## src/rtl/uc_secuenciador_if.sv

```systemverilog
// Datapath-facing bundle of the control unit: opcode/flag in, datapath controls out.
// The datapath is the master side, the sequencer is the slave side.
interface uc_secuenciador_if;
   logic [5:0] Opcode;
   logic       z;
   logic       s_inc;
   logic       s_inm;
   logic       we3;
   logic       wez;
   logic [2:0] Op;
   logic       pc_we;

   modport master (
      output Opcode,
      output z,
      input  s_inc,
      input  s_inm,
      input  we3,
      input  wez,
      input  Op,
      input  pc_we
   );

   modport slave (
      input  Opcode,
      input  z,
      output s_inc,
      output s_inm,
      output we3,
      output wez,
      output Op,
      output pc_we
   );
endinterface

```

## src/rtl/uc_secuenciador.sv

```systemverilog
// Control unit for the single-cycle microcontroller: opcode decode, debug
// run/halt/single-step sequencer and retired-instruction counter.
//
//   state   | meaning
//   --------+-----------------------------------------------------------
//   ST_BOOT | first cycle after reset, nothing executes
//   ST_RUN  | free-running, one instruction retired per cycle
//   ST_HALT | stopped, PC and register writes frozen
//   ST_STEP | executes exactly one instruction, then back to ST_HALT
module uc_secuenciador #(
   parameter int CNT_W        = 16,
   parameter bit START_HALTED = 1'b0
) (
   input  logic             clk,
   input  logic             reset,
   uc_secuenciador_if.slave dp,
   input  logic             dbg_halt,
   input  logic             dbg_run,
   input  logic             dbg_step,
   output logic             halted,
   output logic             illegal,
   output logic [CNT_W-1:0] instr_cnt
);

   typedef enum logic [1:0] {
      ST_BOOT = 2'd0,
      ST_RUN  = 2'd1,
      ST_HALT = 2'd2,
      ST_STEP = 2'd3
   } state_t;

   state_t state, state_nxt;

   logic       dec_s_inc;
   logic       dec_s_inm;
   logic [2:0] dec_op;
   logic       dec_we3;
   logic       dec_wez;
   logic       dec_pc_we;
   logic       dec_illegal;
   logic       dec_halt;
   logic       exec;

   // Instruction decode, independent of the sequencer state.
   always_comb begin
      dec_s_inc   = 1'b1;
      dec_s_inm   = 1'b0;
      dec_op      = 3'b000;
      dec_we3     = 1'b0;
      dec_wez     = 1'b0;
      dec_pc_we   = 1'b1;
      dec_illegal = 1'b0;
      dec_halt    = 1'b0;
      casez (dp.Opcode)
         6'b1?????: begin
            dec_s_inm = 1'b1;
            dec_op    = dp.Opcode[4:2];
            dec_we3   = 1'b1;
            dec_wez   = 1'b1;
         end
         6'b01????: begin
            dec_op  = dp.Opcode[3:1];
            dec_we3 = 1'b1;
            dec_wez = 1'b1;
         end
         6'b000000: dec_s_inc = 1'b0;
         6'b000001: dec_s_inc = ~dp.z;
         6'b000010: dec_s_inc = dp.z;
         6'b000011: dec_halt  = 1'b1;
         default:   dec_illegal = 1'b1;
      endcase
   end

   always_ff @(posedge clk) begin
      if (reset) begin
         state <= ST_BOOT;
      end else begin
         state <= state_nxt;
      end
   end

   always_comb begin
      state_nxt = state;
      unique case (state)
         ST_BOOT: state_nxt = START_HALTED ? ST_HALT : ST_RUN;
         ST_RUN:  state_nxt = (dbg_halt || dec_halt) ? ST_HALT : ST_RUN;
         ST_HALT: begin
            if (dbg_halt) begin
               state_nxt = ST_HALT;
            end else if (dbg_step) begin
               state_nxt = ST_STEP;
            end else if (dbg_run) begin
               state_nxt = ST_RUN;
            end else begin
               state_nxt = ST_HALT;
            end
         end
         ST_STEP: state_nxt = ST_HALT;
         default: state_nxt = ST_BOOT;
      endcase
   end

   // Reset in flight aborts the current instruction, so exec is also masked by reset.
   always_comb begin
      exec     = ((state == ST_RUN) || (state == ST_STEP)) && !reset;
      dp.s_inc = dec_s_inc;
      dp.s_inm = dec_s_inm;
      dp.Op    = dec_op;
      dp.we3   = dec_we3 & exec;
      dp.wez   = dec_wez & exec;
      dp.pc_we = dec_pc_we & exec;
      illegal  = dec_illegal & exec;
   end

   always_ff @(posedge clk) begin
      if (reset) begin
         halted <= 1'b0;
      end else begin
         halted <= (state_nxt == ST_HALT);
      end
   end

   always_ff @(posedge clk) begin
      if (reset) begin
         instr_cnt <= '0;
      end else if (exec) begin
         instr_cnt <= instr_cnt + CNT_W'(1);
      end
   end

endmodule

```

## src/flat_wrapper.sv

```systemverilog
// flat-port wrapper written by rule: the top's interface ports become plain ports
module uc_secuenciador_flat 
#(
   parameter int CNT_W        = 16,
   parameter bit START_HALTED = 1'b0
)
  (clk, reset, dbg_halt, dbg_run, dbg_step, halted, illegal, instr_cnt, dp_Opcode, dp_z, dp_s_inc, dp_s_inm, dp_we3, dp_wez, dp_Op, dp_pc_we);
  uc_secuenciador_if dp_i ();
  input  logic clk;
  input  logic reset;
  input  logic dbg_halt;
  input  logic dbg_run;
  input  logic dbg_step;
  output logic halted;
  output logic illegal;
  output logic [CNT_W-1:0] instr_cnt;
  input wire logic [$bits(dp_i.Opcode)-1:0] dp_Opcode;
  input wire logic [$bits(dp_i.z)-1:0] dp_z;
  output wire logic [$bits(dp_i.s_inc)-1:0] dp_s_inc;
  output wire logic [$bits(dp_i.s_inm)-1:0] dp_s_inm;
  output wire logic [$bits(dp_i.we3)-1:0] dp_we3;
  output wire logic [$bits(dp_i.wez)-1:0] dp_wez;
  output wire logic [$bits(dp_i.Op)-1:0] dp_Op;
  output wire logic [$bits(dp_i.pc_we)-1:0] dp_pc_we;
  assign dp_i.Opcode = dp_Opcode;
  assign dp_i.z = dp_z;
  assign dp_s_inc = dp_i.s_inc;
  assign dp_s_inm = dp_i.s_inm;
  assign dp_we3 = dp_i.we3;
  assign dp_wez = dp_i.wez;
  assign dp_Op = dp_i.Op;
  assign dp_pc_we = dp_i.pc_we;
  uc_secuenciador #(.CNT_W(CNT_W), .START_HALTED(START_HALTED)) u_core (.clk(clk), .reset(reset), .dp(dp_i), .dbg_halt(dbg_halt), .dbg_run(dbg_run), .dbg_step(dbg_step), .halted(halted), .illegal(illegal), .instr_cnt(instr_cnt));
endmodule
```

## config.mk

```make
export PLATFORM = sky130hd
export DESIGN_NAME = uc_secuenciador_flat
export DESIGN_NICKNAME = d
export VERILOG_FILES = /design/src/rtl/uc_secuenciador_if.sv /design/src/rtl/uc_secuenciador.sv /design/src/flat_wrapper.sv
export SDC_FILE = /design/constraint.sdc
export NUM_CORES = 1
export LEC_CHECK = 0
export BUFFER_PORTS_ARGS = -buffer_cell sky130_fd_sc_hd__clkbuf_2
export CAP_MARGIN = 10
export CELL_PAD_IN_SITES_DETAIL_PLACEMENT = 1
export CELL_PAD_IN_SITES_GLOBAL_PLACEMENT = 2
export CORE_ASPECT_RATIO = 0.6
export CORE_MARGIN = 2
export CORE_UTILIZATION = 26
export CTS_CLUSTER_DIAMETER = 60
export DETAILED_ROUTE_END_ITERATION = 8
export PLACE_DENSITY = 0.87
export SYNTH_ARGS = -nofsm -noshare
export SYNTH_HDL_FRONTEND = slang
export SYNTH_SLANG_ARGS = --single-unit
```

## constraint.sdc

```tcl
create_clock -name clk -period 1.8 [get_ports clk]
set_clock_uncertainty 0.1 [all_clocks]
set_input_delay 0.18 -clock clk [delete_from_list [all_inputs] [get_ports clk]]
set_output_delay 0.18 -clock clk [all_outputs]
set_load 0.1 [all_outputs]
```

; Word level (Yosys, flattened, before mapping)
; Index checks and enable logic that the tools add are counted.
; W data, S select, Z words.
[classes]
n_addsub = 1
eq_ne = 8
mux = 11
bitwise = 3
reduce_logical = 8
[ops]
columns = op, count
row1 = $add A16 B1 Y16 const B, 1
row2 = $eq A6 B2 Y1 const B, 2
row3 = $mux W2, 4
row4 = $pmux W2 S4, 1
row5 = $eq A2 B2 Y1 const B, 3
row6 = $eq A6 B1 Y1 const B, 1
row7 = $logic_not A6 Y1, 1
row8 = $pmux W3 S2, 1
row9 = $reduce_or A6 Y1, 1
row10 = $eq A2 B1 Y1 const B, 2
row11 = $mux W1, 4
row12 = $pmux W1 S3, 1
row13 = $and A1 B1 Y1, 2
row14 = $logic_not A2 Y1, 1
row15 = $logic_or A1 B1 Y1, 2
row16 = $reduce_or A2 Y1, 1
row17 = $logic_and A1 B1 Y1, 1
row18 = $logic_not A1 Y1, 1
row19 = $not A1 Y1, 1
[totals]
regBits = 19
input_bits = 12
out_inout_bits = 26
wordCells = 34

; Longest topological paths before layout
[depth]
ltp_word = 6
ltp_mapped = 5
depth_no_buf = 4

; Worst setup path before layout
; No wires, ideal clock.
[synth_timing]
path_type = reg2out
startpoint = reg u_core.state[0]
endpoint = out dp_wez
t_arrival_ns = 3.874
required_time_ns = 1.520
setup_slack_ns = -2.354
stages_incl_launch_ff = 5
path_buffers = 2
path_cell_list = dfxtp_1 -> buf_6 -> nor2b_1 -> nor2b_1 -> buf_4
[synth_via]
elab_chain_len = 4
word_cells_on_any_way = 5
cone_classes = eq/ne: 2 / bitwise: 1 / reduce/logical: 2
[synth_lines]
columns = element, line
row1 = "start, declared", uc_secuenciador.sv:32  ; state_t state, state_nxt;
row2 = "start signal, assigned", uc_secuenciador.sv:78  ; state <= state_nxt;
row3 = $eq A2 B1 Y1 / $eq A2 B2 Y1 (equally long branches), uc_secuenciador.sv:105  ; exec = ((state == ST_RUN) || (state == ST_STEP)) && !reset;
row4 = $logic_or A1 B1 Y1 (*), uc_secuenciador.sv:105
row5 = $logic_and A1 B1 Y1 (*), uc_secuenciador.sv:105
row6 = via dp_pc_we, flat_wrapper.sv:24  ; output wire logic [$bits(dp_i.pc_we)-1:0] dp_pc_we;
row7 = $and A1 B1 Y1 (*), -
row8 = "end, declared", flat_wrapper.sv:22  ; output wire logic [$bits(dp_i.wez)-1:0] dp_wez;
; The timed path passes the listed nets; every way through them passes the cells marked *.

; Final worst setup path
[layout_timing]
startpoint = reg u_core.state[0]
endpoint = out dp_pc_we
[layout_via]
elab_chain_len = 3
word_cells_on_any_way = 4
cone_classes = eq/ne: 2 / reduce/logical: 2
[layout_lines]
columns = element, line
row1 = $eq A2 B1 Y1 / $eq A2 B2 Y1 (equally long branches), uc_secuenciador.sv:105
row2 = $logic_or A1 B1 Y1 (*), uc_secuenciador.sv:105
row3 = $logic_and A1 B1 Y1 (*), uc_secuenciador.sv:105
row4 = "end, declared", flat_wrapper.sv:24
; Every way passes the cells marked *; elsewhere a longest branch is shown, timed or not.

==> results.toml <==
[flow_run]
cap_viol_max_count = 0

[finish]
syn_to_final_growth_pct = 38.1
nNetsFinal = 160
drive_gt1_frac = 0.459
diodes = 0
stdcell_count = 193
final_common_cell = "clkbuf_2"
mostFrequentLayoutCells = "34 x clkbuf_2, 14 x nor2_1, 12 x dfxtp_2, 10 x nand2_1"
final_cell_area_sq_um = 1320

[clocking]
cts_setup_buffers = 0
cts.path.max_buffers = 2
cts_resized = 0
cts_hold_buffers = 0
clkTransAtPathRegs_ps = 70
worstSkewPairLatency_ps = 260
htree_levels = 1
cts_sinks = 19
cts_made_buffers = 3
cts_tree = "built"
cts_root_buf = "clkbuf_8"

[die]
dieWidth_microns = 82.3
rows = 17
die_area_sq_um = 4190
ios = 38
coreArea_sq_um = 3590
initial_core_util = 0.266
die_h_microns = 51.0

[yosys]
synth-seq-cells = 19
synthesis.instances = 108
synth_edf_count = 0
synth_ff_type = "dfxtp_1"
avgSynthCellArea_sq_um = 8.85
async_reset_ff_frac = 0
ys_types = 33
syn_area_sq_um = 956
seq_area_frac_synth = 0.398
syn_nets = 121
yosys_warnings = 0

[global_route]
grt_first_pass_wirelength_mm = 4.20
grt.overflow.total = 0
grtUsageTotal = 0.131
grt_max_degree = 20
antenna_found_initial = 0
first_global_vias = 904

[drt]
routedWlPerCell_microns = 12.9
drtIter0Drc = 32
ant_nets = 0
drt_wl_total_mm = 2.50
num_vias = 934
firstDrtPassIters = 4
drc_errors = 0
vias_per_cell = 4.84

[place]
gp_congestion = 0.780
dp.cells = 188
port_buffers = 37
dp_hpwl_mm = 1.98
placed_area_sq_um = 1270

[setup_path]
max_stage_delay_ps = 470
crit_buf_inv = 1
crit_chain = "nor2b_4 -> clkbuf_2"
cp-start-kind = "flip-flop"
worst_ep_arrival_time_ps = 1390
crit_path_max_fanout = 11
crit_type = "flip-flop to output pin"
slowest_stage = "clkbuf_2"
crit_family = "buffers and inverters"
endpoint_kind = "output pin"
worstPathRequired_ps = 1520

[power_and_ir_drop]
ir_worst_vdd_mv = 0.376
power_density_nw_per_um2 = 733
power.leakage_nw = 0.575
fin_total_pwr_mw = 0.967

[sta]
hold_violations = 0
final.min_clock_period_ps = 1670
fin_crit_sh = 0.926
drv_slew = 0
setup_violations = 0
hold-worst-slack_ps = 26.8
tightest_slew_ps = 550
rsz0062_at_grt = "false"
fmax_mhz = 600
finalSetupTns_ps = 0
slew-limit-headroom = 0.635

[run_status]
status = "finished, final reports clean"

[hold_path]
hold_class = "primary input to flip-flop"
-- routing by layer --
metal,track usage,up-vias,share of wire
li1,-,466,-
met1,0.179,445,0.49
met2,0.190,18,0.44
met3,0.0512,5,0.055
met4,0.0389,0,0.012
met5,0,-,0
-- kinds of logic (layout without fill, tap and decap cells) --
logic type,after synthesis,count (layout),share of synthesized area
xor+xnor,10,10,0.0916
fa+ha+maj,1,1,0.0131
buf+inv,7,45,0.0432
flops,19,19,0.398
mux,2,2,0.0209
simple gates,51,51,0.314
compound gates,18,18,0.119
-- cell type report --
cell class	count	area, sq um
Fill cell	450	2270
Tap cell	47	58.8
Clock buffer	4	45.0
Multi-Input combinational cell	82	557
Inverter	2	7.51
Timing Repair Buffer	39	245
Sequential cell	19	407
-- metrics by stage --
stage          utilization  worst slack (ps)
3_5_place_dp         0.353               125
5_1_grt              0.367              52.0
4_1_cts              0.365               111
3_3_place_gp         0.353               246
2_1_floorplan            -              -417
6_report             0.367               134
-- registers in the layout, indices dropped and copies added, names as in the netlist --
name	cells
u_core.state	2
u_core.halted	1
u_core.instr_cnt	16
-- cells in the mapped netlist (2+ instances only) --
| cell | number | area (sq um) |
|---|---|---|
| xnor2_1 | 4 | 35.0 |
| a21oi_1 | 6 | 30.0 |
| xor2_1 | 6 | 52.6 |
| buf_4 | 2 | 15.0 |
| nand3_1 | 2 | 10.0 |
| inv_1 | 2 | 7.51 |
| o21ai_0 | 5 | 25.0 |
| mux2i_1 | 2 | 20.0 |
| nor4_1 | 2 | 12.5 |
| nor2_1 | 14 | 52.6 |
| nor3_1 | 3 | 15.0 |
| nand2_1 | 10 | 37.5 |
| and3_1 | 3 | 18.8 |
| or3_1 | 2 | 12.5 |
| a31o_2 | 2 | 17.5 |
| nand4_1 | 6 | 37.5 |
| nor2b_1 | 3 | 18.8 |
| dfxtp_1 | 19 | 380 |
-- power breakdown --
group / switching (mW) / internal [mW] / total (mW)
clock: 0.136 / 0.157 / 0.294
combinational: 0.175 / 0.0544 / 0.230
sequential: 0.0162 / 0.428 / 0.444
-- worst paths after layout --
kind | depth (start not counted) | slack (ps) | start | endpoint
worst max register to register | 5 | 190 | u_core.state[0]$_SDFF_PP0_ | u_core.instr_cnt[13]$_SDFFE_PP0P_
worst min-delay path | 2 | 30 | reset | u_core.instr_cnt[5]$_SDFFE_PP0P_
worst max-delay path | 2 | 130 | u_core.state[0]$_SDFF_PP0_ | dp_pc_we
worst min register to register | 1 | 410 | u_core.instr_cnt[12]$_SDFFE_PP0P_ | u_core.instr_cnt[12]$_SDFFE_PP0P_
(Power assumes the default switching activity.)
